==> src/rtl/ppu_pkg.sv <==
// Shared PPU definitions: OAM DMA state encoding, register map constants
// and the OAM address helper used by the DMA write path.
package ppu_pkg;

    typedef enum logic [2:0] {
        IDLE  = 3'd0,
        HALT  = 3'd1,
        ALIGN = 3'd2,
        READ  = 3'd3,
        WRITE = 3'd4,
        DONE  = 3'd5
    } dma_state_t;

    localparam int          OAM_SIZE    = 256;
    localparam logic [15:0] REG_OAMADDR = 16'h2003;
    localparam logic [15:0] REG_OAMDATA = 16'h2004;
    localparam logic [15:0] REG_OAMDMA  = 16'h4014;

    // DMA bytes land relative to OAMADDR and wrap inside the 256-byte OAM.
    function automatic logic [7:0] oam_index(input logic [7:0] base,
                                             input logic [7:0] offset);
        return base + offset;
    endfunction

endpackage

==> src/rtl/oam_dma_ctrl.sv <==
// OAM write sequencer: CPU $2003/$2004 writes and $4014 page DMA into
// primary OAM. Sprite evaluation owns OAM while render_active is high, so
// every write is suppressed then (DMA still steps through its bytes).
// Optional: define OAM_RENDER_GLITCH_EN to make a $2004 write during
// rendering bump OAMADDR by 4 instead of being ignored.
module oam_dma_ctrl
    import ppu_pkg::*;
#(
    parameter int DMA_LEN   = 256,
    parameter int ODD_ALIGN = 1
) (
    input  logic        clk,
    input  logic        reset,
    input  logic        cpu_ce,
    input  logic [7:0]  cpu_wdata,
    input  logic        wr_2003,
    input  logic        wr_2004,
    input  logic        wr_4014,
    input  logic        render_active,
    input  logic [7:0]  dma_data_in,
    output logic        cpu_rdy,
    output logic [15:0] dma_addr,
    output logic        dma_rd,
    output logic [7:0]  oam_addr,
    output logic [7:0]  oam_data,
    output logic        oam_we,
    output logic [7:0]  oamaddr_q,
    output logic        dma_busy,
    output logic        dma_done
);

    localparam logic [7:0] LAST_IDX = 8'(DMA_LEN - 1);

    dma_state_t state, state_nxt;
    logic       parity;     // CPU cycle parity, flips on every cpu_ce
    logic       odd_start;  // parity of the cycle that issued $4014
    logic [7:0] page_q;
    logic [7:0] cnt_q;
    logic [7:0] byte_q;
    logic       rd_pend;    // bus data arrives the clk after dma_rd
    logic       dma_start;
    logic       cpu_reg_wr; // $2004 accepted this cycle (idle, not DMA start)

    assign dma_addr   = {page_q, cnt_q};
    assign cpu_reg_wr = (state == IDLE) && cpu_ce && wr_2004 && !wr_4014;

    // State register
    always_ff @(posedge clk) begin
        if (reset) state <= IDLE;
        else       state <= state_nxt;
    end

    // Next-state and strobe outputs; strobes are qualified by cpu_ce so each
    // lasts exactly one clk even though a CPU cycle spans several clks.
    always_comb begin
        state_nxt = state;
        dma_start = 1'b0;
        dma_rd    = 1'b0;
        oam_we    = 1'b0;
        oam_addr  = 8'h00;
        oam_data  = 8'h00;
        cpu_rdy   = 1'b0;
        dma_busy  = 1'b1;
        dma_done  = 1'b0;
        case (state)
            IDLE: begin
                cpu_rdy  = 1'b1;
                dma_busy = 1'b0;
                if (cpu_ce && wr_4014) begin
                    dma_start = 1'b1;
                    state_nxt = HALT;
                end else if (cpu_reg_wr && !render_active) begin
                    oam_we   = 1'b1;
                    oam_addr = oamaddr_q;
                    oam_data = cpu_wdata;
                end
            end
            HALT: begin
                if (cpu_ce)
                    state_nxt = ((ODD_ALIGN != 0) && odd_start) ? ALIGN : READ;
            end
            ALIGN: begin
                if (cpu_ce) state_nxt = READ;
            end
            READ: begin
                if (cpu_ce) begin
                    dma_rd    = 1'b1;
                    state_nxt = WRITE;
                end
            end
            WRITE: begin
                if (cpu_ce) begin
                    oam_we    = !render_active;
                    oam_addr  = oam_index(oamaddr_q, cnt_q);
                    oam_data  = byte_q;
                    state_nxt = (cnt_q == LAST_IDX) ? DONE : READ;
                end
            end
            DONE: begin
                cpu_rdy   = 1'b1;
                dma_busy  = 1'b0;
                dma_done  = 1'b1;
                state_nxt = IDLE;
            end
            default: begin
                cpu_rdy   = 1'b1;
                dma_busy  = 1'b0;
                state_nxt = IDLE;
            end
        endcase
    end

    // Datapath: parity, DMA page/counter, fetched byte and OAMADDR
    always_ff @(posedge clk) begin
        if (reset) begin
            parity    <= 1'b0;
            odd_start <= 1'b0;
            page_q    <= 8'h00;
            cnt_q     <= 8'h00;
            byte_q    <= 8'h00;
            rd_pend   <= 1'b0;
            oamaddr_q <= 8'h00;
        end else begin
            rd_pend <= dma_rd;
            if (rd_pend) byte_q <= dma_data_in;
            if (cpu_ce)  parity <= ~parity;
            if (dma_start) begin
                page_q    <= cpu_wdata;
                cnt_q     <= 8'h00;
                odd_start <= parity;
            end else if (state == WRITE && cpu_ce) begin
                cnt_q <= cnt_q + 8'd1;
            end
            if (state == IDLE && cpu_ce && wr_2003) begin
                oamaddr_q <= cpu_wdata;
            end else if (cpu_reg_wr) begin
                if (!render_active) begin
                    oamaddr_q <= oamaddr_q + 8'd1;
                end else begin
`ifdef OAM_RENDER_GLITCH_EN
                    oamaddr_q <= oamaddr_q + 8'd4;
`else
                    oamaddr_q <= oamaddr_q;
`endif
                end
            end
        end
    end

endmodule

==> config.mk <==
export PLATFORM = sky130hd
export DESIGN_NAME = oam_dma_ctrl
export DESIGN_NICKNAME = d
export VERILOG_FILES = /design/src/rtl/ppu_pkg.sv /design/src/rtl/oam_dma_ctrl.sv
export SDC_FILE = /design/constraint.sdc
export NUM_CORES = 1
export LEC_CHECK = 0
export CAP_MARGIN = 15
export CELL_PAD_IN_SITES_DETAIL_PLACEMENT = 1
export CELL_PAD_IN_SITES_GLOBAL_PLACEMENT = 1
export CORE_ASPECT_RATIO = 2
export CORE_MARGIN = 2
export CORE_UTILIZATION = 37
export CTS_CLUSTER_SIZE = 10
export DETAILED_ROUTE_END_ITERATION = 10
export GPL_TIMING_DRIVEN = 0
export PLACE_DENSITY = 0.95
export SLEW_MARGIN = 20
export SYNTH_ARGS = -nofsm -noshare
export SYNTH_HDL_FRONTEND = slang
export SYNTH_SLANG_ARGS = --single-unit
==> constraint.sdc <==
create_clock -name clk -period 6.45 [get_ports clk]
set_clock_uncertainty 0.2 [all_clocks]
set_input_delay 1.29 -clock clk [delete_from_list [all_inputs] [get_ports clk]]
set_output_delay 1.29 -clock clk [all_outputs]
set_load 0.1 [all_outputs]
==> results.py, run 1 <==
metrics = {
    "yosys": {
        "ys.flop_type": "dfxtp_1",
        "synth_area_leaders": "dfxtp_1, nand2_1, nor2_1",
        "syn_nets": 319,
        "synth_top_area_share_pct": 32.9,
        "synth.most_common_cell": "nand2_1",
        "avgSynthCellArea_um2": 8.08,
        "synth_warnings": 0,
        "synthArstFlopShare_pct": 0,
        "yosys.area.top_type": "dfxtp_1",
        "synthCells": 286,
        "ys_ff_latch": 38,
        "yosysUniqueCellTypes": 48,
        "synth_common_cells": "nand2_1, dfxtp_1, nor2_1, a21oi_1, mux2i_1",
        "synth-edff-count": 0,
        "netlist_area_mm2": 0.00231,
        "yosysSeqAreaShare_pct": 32.9,
    },
    "setup_path": {
        "end_kind": "primary output",
        "r2r-start": "state[2]",
        "slowest_stage": "clkdlybuf4s50_1",
        "crit_required_ns": 4.96,
        "cp_max_fo": 7,
        "crit_type": "in -> out",
        "crit_path_frequent_cell": "clkdlybuf4s50_1",
        "crit_buf_inv": 2,
        "reg2reg_slack_ns": 4.40,
        "worstPathCellList": "clkdlybuf4s50_1 > nor3b_4 > nand2_2 > nand3_1 > and3_1 > o31ai_1 > nand2_1 > clkdlybuf4s50_1",
        "cp.arrival_ns": 4.08,
        "r2r_cells": 6,
        "r2r-end": "cnt_q[1]",
        "cpPeakStageDelay_ns": 1.13,
        "startpoint_type": "input port",
        "crit_family": "buffers and inverters",
    },
    "sta": {
        "grt_setup_unrepaired": "no",
        "slew_headroom_pct": 33.9,
        "hold_ws_ns": 0.268,
        "period_needed_ns": 5.57,
        "post-route-period-util_pct": 86.4,
        "worst_pin_slew_ns": 0.989,
        "finalHoldViolations": 0,
        "setup_viol": 0,
        "max_clock_freq_ghz": 0.179,
        "fin_tns_setup_ns": 0,
        "slew_viol_final": 0,
    },
    "place": {
        "place_hpwl_mm": 6.01,
        "port_buffers": 65,
        "gp_congestion": 0.824,
    },
    "pwr": {
        "p_switching_uw": 244,
        "powerDensity_mw_per_mm2": 230,
        "intPower_uw": 493,
        "p_leak_nw": 1.21,
        "power_frac_clock_pct": 38.8,
        "ir_worst_vdd_mv": 0.152,
        "seqPwrFrac_pct": 34.7,
        "sw_frac_of_total_pct": 33.1,
        "power.share.combinational_pct": 26.6,
    },
    "route": {
        "drc": 0,
        "dr.pass1.iters": 4,
        "viasPerCell": 5.94,
        "routed_wl_mm": 8.56,
        "drt_iter0_drc": 73,
        "wire_per_inst_um": 20.3,
        "postRouteAntennaNets": 0,
        "vias": 2500,
    },
    "floorplanning": {
        "die_h_um": 116,
        "io_pins": 68,
        "die_w_um": 59.9,
        "die_area_mm2": 0.00693,
        "coreArea_mm2": 0.00601,
        "initial_utilization_pct": 38.5,
        "rows": 40,
    },
    "cts": {
        "cts_tree": "built",
        "clkTransAtPathRegs_ns": 0.06,
        "cts_max_path_buffers": 2,
        "post_cts_buffers": 0,
        "cts_sinks": 38,
        "htreeDepth": 2,
        "numCtsBuffers": 5,
        "clk-insertion-delay-late_ns": 0.28,
        "ctsResizeCount": 0,
        "cts_hold_buf": 0,
        "cts_root_buf": "clkbuf_16",
    },
    "global_routing": {
        "gr-total-overflow": 0,
        "grt_pass1_vias": 2775,
        "grt_pass1_wl_mm": 13.9,
        "grt_use_total_pct": 26.6,
        "antenna_found_initial": 0,
        "grt_start_max_net_pins": 12,
    },
    "cells_and_area": {
        "area_growth_pct": 38.9,
        "regArea_um2": 761,
        "nets": 391,
        "num_antenna_cells": 0,
        "multi_input_area_mm2": 0.00141,
        "layout-drive-gt1-share_pct": 6.70,
        "nFillCells": 715,
    },
    "run": {
        "maxCapViolations": 0,
    },
    "worst_hold_path": {
        "hold_end": "page_q[5]",
        "whs_path_depth": 2,
        "holdCritPathClass": "reg -> reg",
        "hold_start": "page_q[5]",
    },
    "outcome": {
        "status": "complete, no violations",
    },
}
==> stage by stage <==
| stage | instance area, µm² | utilization, % | power [mW] | instances | setup WS [ns] |
|---|---|---|---|---|---|
| 2_1_floorplan | 2310 | - | 0.396 | 286 | 0.573 |
| 3_3_place_gp | 3040 | 50.6 | 0.446 | 414 | 0.996 |
| 3_5_place_dp | 3040 | 50.6 | 0.451 | 414 | 0.915 |
| 4_1_cts | 3210 | 53.4 | 0.737 | 421 | 0.899 |
| 5_1_grt | 3210 | 53.4 | 0.759 | 421 | 0.743 |
| 6_report | 3210 | 53.4 | 0.736 | 421 | 0.878 |
==> placed cells by master (no fill, tap or decap), types with 3 or more instances in the layout <==
| cell | instances |
|---|---|
| buf_2 | 4 |
| nand2b_1 | 6 |
| a21o_1 | 3 |
| xnor2_1 | 5 |
| dfxtp_1 | 38 |
| nand3_1 | 8 |
| o21ai_0 | 9 |
| o31ai_1 | 8 |
| clkbuf_1 | 8 |
| inv_1 | 9 |
| nand2_1 | 41 |
| ha_1 | 9 |
| and3_1 | 5 |
| a21oi_1 | 19 |
| a22oi_1 | 4 |
| a211oi_1 | 6 |
| nor2_1 | 34 |
| buf_6 | 4 |
| clkdlybuf4s50_1 | 65 |
| a22o_1 | 9 |
| xor2_1 | 7 |
| nor3_1 | 5 |
| clkbuf_16 | 5 |
| mux2i_1 | 11 |
==> state kept, by name (all words and copies together) (netlist names) <==
register   cells
odd_start      1
state          3
rd_pend        1
page_q         8
cnt_q          8
parity         1
oamaddr_q      8
byte_q         8
==> layer usage <==
| layer | track usage (%) | up-vias | wire (µm) |
|---|---|---|---|
| li1 | - | 1156 | - |
| met1 | 27.3 | 1209 | 3010 |
| met2 | 47.6 | 101 | 4800 |
| met3 | 4.46 | 34 | 339 |
| met4 | 16.1 | 0 | 404 |
| met5 | 0 | - | 0 |
==> worst max-delay path by stage <==
stage                  from          end  slack, ns  cells after the start
4_1_cts             wr_4014  oam_addr[7]       0.90                      8
3_3_place_gp        wr_4014  oam_addr[7]        1.0                      8
5_1_grt             wr_4014  oam_addr[7]       0.74                      8
2_1_floorplan  oamaddr_q[0]  oam_addr[4]       0.57                      8
6_report            wr_4014  oam_addr[7]       0.88                      8
3_5_place_dp        wr_4014  oam_addr[7]       0.91                      8
==> final cells by class <==
| type | count | share of cell area (%) |
|---|---|---|
| clock inverter | 1 | 0.936 |
| timing repair buffer | 65 | 20.3 |
| sequential | 38 | 23.7 |
| inverter | 9 | 1.05 |
| buffer | 18 | 3.43 |
| multi-input combinational | 221 | 43.8 |
| clock buffer | 6 | 4.33 |
| tap | 63 | 2.46 |
==> cell families (layout without fill, tap and decap cells) <==
group	Yosys count	in the layout	synth area share, %
simple gates	114	114	24.1
compound gates	74	74	21.7
flops	38	38	32.9
buf+inv	27	99	6.23
xor+xnor	12	12	4.55
mux	11	11	4.77
fa+ha+maj	10	10	5.74
==> power groups by stage <==
stage / clock network [mW] / registers [mW] / logic, mW
floorplan: 0 / 0.305 / 0.0904
global placement: 0 / 0.259 / 0.188
detailed placement: 0 / 0.259 / 0.192
CTS: 0.287 / 0.255 / 0.196
global route: 0.297 / 0.256 / 0.206
finish: 0.285 / 0.255 / 0.196
==> worst register-to-register path, stage by stage, from the launching register on <==
cell and delay [ns]:
dfxtp_1 0.31, buf_6 0.14, nor4b_4 0.62, nand2_2 0.30, nand2b_1 0.15, buf_4 0.17, a21oi_1 0.06
No activity file was read; power rests on OpenSTA's default activity.
==> run 2: changes to the inputs <==
--- a/config.mk
+++ b/config.mk
@@ -11,6 +11,7 @@
 export CORE_ASPECT_RATIO = 2
 export CORE_MARGIN = 2
 export CORE_UTILIZATION = 37
+export CTS_BUF_LIST = sky130_fd_sc_hd__clkbuf_16
 export CTS_CLUSTER_SIZE = 10
 export DETAILED_ROUTE_END_ITERATION = 10
 export GPL_TIMING_DRIVEN = 0
==> results.py, run 2 (synthesis gave the netlist of run 1 again) <==
metrics = {
    "outcome": {
        "status": "complete, no violations",
    },
    "route": {
        "dr.pass1.iters": 4,
        "viasPerCell": 5.94,
        "drt_iter0_drc": 94,
        "wire_per_inst_um": 19.4,
        "postRouteAntennaNets": 0,
        "drc": 0,
        "vias": 2500,
        "routed_wl_mm": 8.16,
    },
    "sta": {
        "period_needed_ns": 5.58,
        "setup_viol": 0,
        "worst_pin_slew_ns": 0.982,
        "slew_headroom_pct": 34.4,
        "grt_setup_unrepaired": "no",
        "finalHoldViolations": 0,
        "post-route-period-util_pct": 86.5,
        "fin_tns_setup_ns": 0,
        "max_clock_freq_ghz": 0.179,
        "slew_viol_final": 0,
    },
    "cts": {
        "htreeDepth": 2,
        "cts_hold_buf": 0,
        "ctsResizeCount": 0,
        "numCtsBuffers": 5,
        "clkTransAtPathRegs_ns": 0.06,
        "clk-insertion-delay-late_ns": 0.28,
        "cts_tree": "built",
        "cts_root_buf": "clkbuf_16",
        "cts_max_path_buffers": 2,
        "post_cts_buffers": 0,
        "cts_sinks": 38,
    },
    "cells_and_area": {
        "num_antenna_cells": 0,
        "layout-drive-gt1-share_pct": 6.42,
        "regArea_um2": 761,
        "final_common_cell": "clkdlybuf4s50_1",
        "nFillCells": 713,
        "multi_input_area_mm2": 0.00141,
        "mostFrequentLayoutCells": "clkdlybuf4s50_1, nand2_1, dfxtp_1, nor2_1, a21oi_1",
        "nets": 391,
        "area_growth_pct": 38.5,
    },
    "setup_path": {
        "end_kind": "primary output",
        "r2r-end": "cnt_q[2]",
        "crit_required_ns": 4.96,
        "reg2reg_slack_ns": 4.42,
        "cp_max_fo": 7,
        "crit_type": "in -> out",
        "r2r-start": "state[2]",
        "r2r_cells": 6,
        "cp.arrival_ns": 4.09,
        "startpoint_type": "input port",
    },
    "floorplanning": {
        "die_area_mm2": 0.00693,
        "initial_utilization_pct": 38.5,
        "coreArea_mm2": 0.00601,
        "die_h_um": 116,
        "die_w_um": 59.9,
        "rows": 40,
        "io_pins": 68,
    },
    "pwr": {
        "p_leak_nw": 1.20,
        "ir_worst_vdd_mv": 0.137,
        "finalPower_uw": 722,
        "powerDensity_mw_per_mm2": 226,
    },
    "worst_hold_path": {
        "holdCritPathClass": "reg -> reg",
        "hold_end": "page_q[5]",
        "hold_start": "page_q[5]",
        "whs_path_depth": 2,
    },
    "global_routing": {
        "antenna_found_initial": 0,
        "grt_pass1_wl_mm": 13.4,
        "grt_start_max_net_pins": 12,
        "grt_use_total_pct": 25.5,
        "grt_pass1_vias": 2675,
        "gr-total-overflow": 0,
    },
    "run": {
        "maxCapViolations": 0,
    },
    "place": {
        "place_hpwl_mm": 6.01,
        "port_buffers": 65,
        "gp_congestion": 0.824,
    },
}
run 2: cell count changes in the layout (fill, tap and decap cells not counted), sizes merged:
cell	change
clkbuf	-1
clkinv	+1
run 2: worst max path at each step:
stage / start / end / slack (ns) / depth (start not counted)
after floorplan: oamaddr_q[0] / oam_addr[4] / 0.57 / 8
after global placement: wr_4014 / oam_addr[7] / 1.0 / 8
after detailed placement: wr_4014 / oam_addr[7] / 0.91 / 8
after CTS: wr_4014 / oam_addr[7] / 0.90 / 8
after global routing: wr_4014 / oam_addr[7] / 0.75 / 8
final: wr_4014 / oam_addr[7] / 0.87 / 8
run 2: per-stage QoR:
stage	hold slack, ns	setup slack, ns	cells	area (µm²)	utilization (%)
floorplan	0.237	0.573	286	2310	-
global placement	0.245	0.996	414	3040	50.6
detailed placement	0.257	0.915	414	3040	50.6
CTS	0.268	0.900	421	3200	53.3
global route	0.287	0.752	421	3200	53.3
finish	0.265	0.868	421	3200	53.3
run 2: layer usage:
layer  track usage (%)  routed length, µm  vias up  part of all wire [%]
li1                  -                  -     1160                     -
met1              26.0               2880     1216                    35
met2              46.4               4570       95                    56
met3              3.68                301       29                   3.7
met4              15.7                400        0                   4.9
met5                 0                  0        -                     0
run 2: power by group:
part	switching [mW]	internal, mW	total, mW
logic	0.137	0.0576	0.194
clock network	0.0941	0.179	0.273
registers	0.0107	0.244	0.255
total	0.241	0.481	0.722
run 2: worst max-delay path: stages:
cell             delay [ns]
clkdlybuf4s50_1        0.57
nor3b_4                0.42
nand2_2                0.18
nand3_1                0.14
and3_1                 0.18
o31ai_1                0.09
nand2_1                0.08
clkdlybuf4s50_1        1.13
run 2: cell type report:
class | count | share of cell area, %
clock buffers | 5 | 3.91
multi-input cells | 221 | 43.9
flip-flops and latches | 38 | 23.8
clock inverters | 2 | 1.06
plain buffers | 18 | 3.44
inverters | 9 | 1.06
repair buffers | 65 | 20.3
well taps | 63 | 2.46
==> run 3: changes to the inputs <==
--- a/config.mk
+++ b/config.mk
@@ -12,6 +12,7 @@
 export CORE_MARGIN = 2
 export CORE_UTILIZATION = 37
 export CTS_BUF_LIST = sky130_fd_sc_hd__clkbuf_16
+export CTS_CLUSTER_DIAMETER = 100
 export CTS_CLUSTER_SIZE = 10
 export DETAILED_ROUTE_END_ITERATION = 10
 export GPL_TIMING_DRIVEN = 0
==> results of run 3 <==
No change in the layout: final DEF, timing and power equal those of run 2.
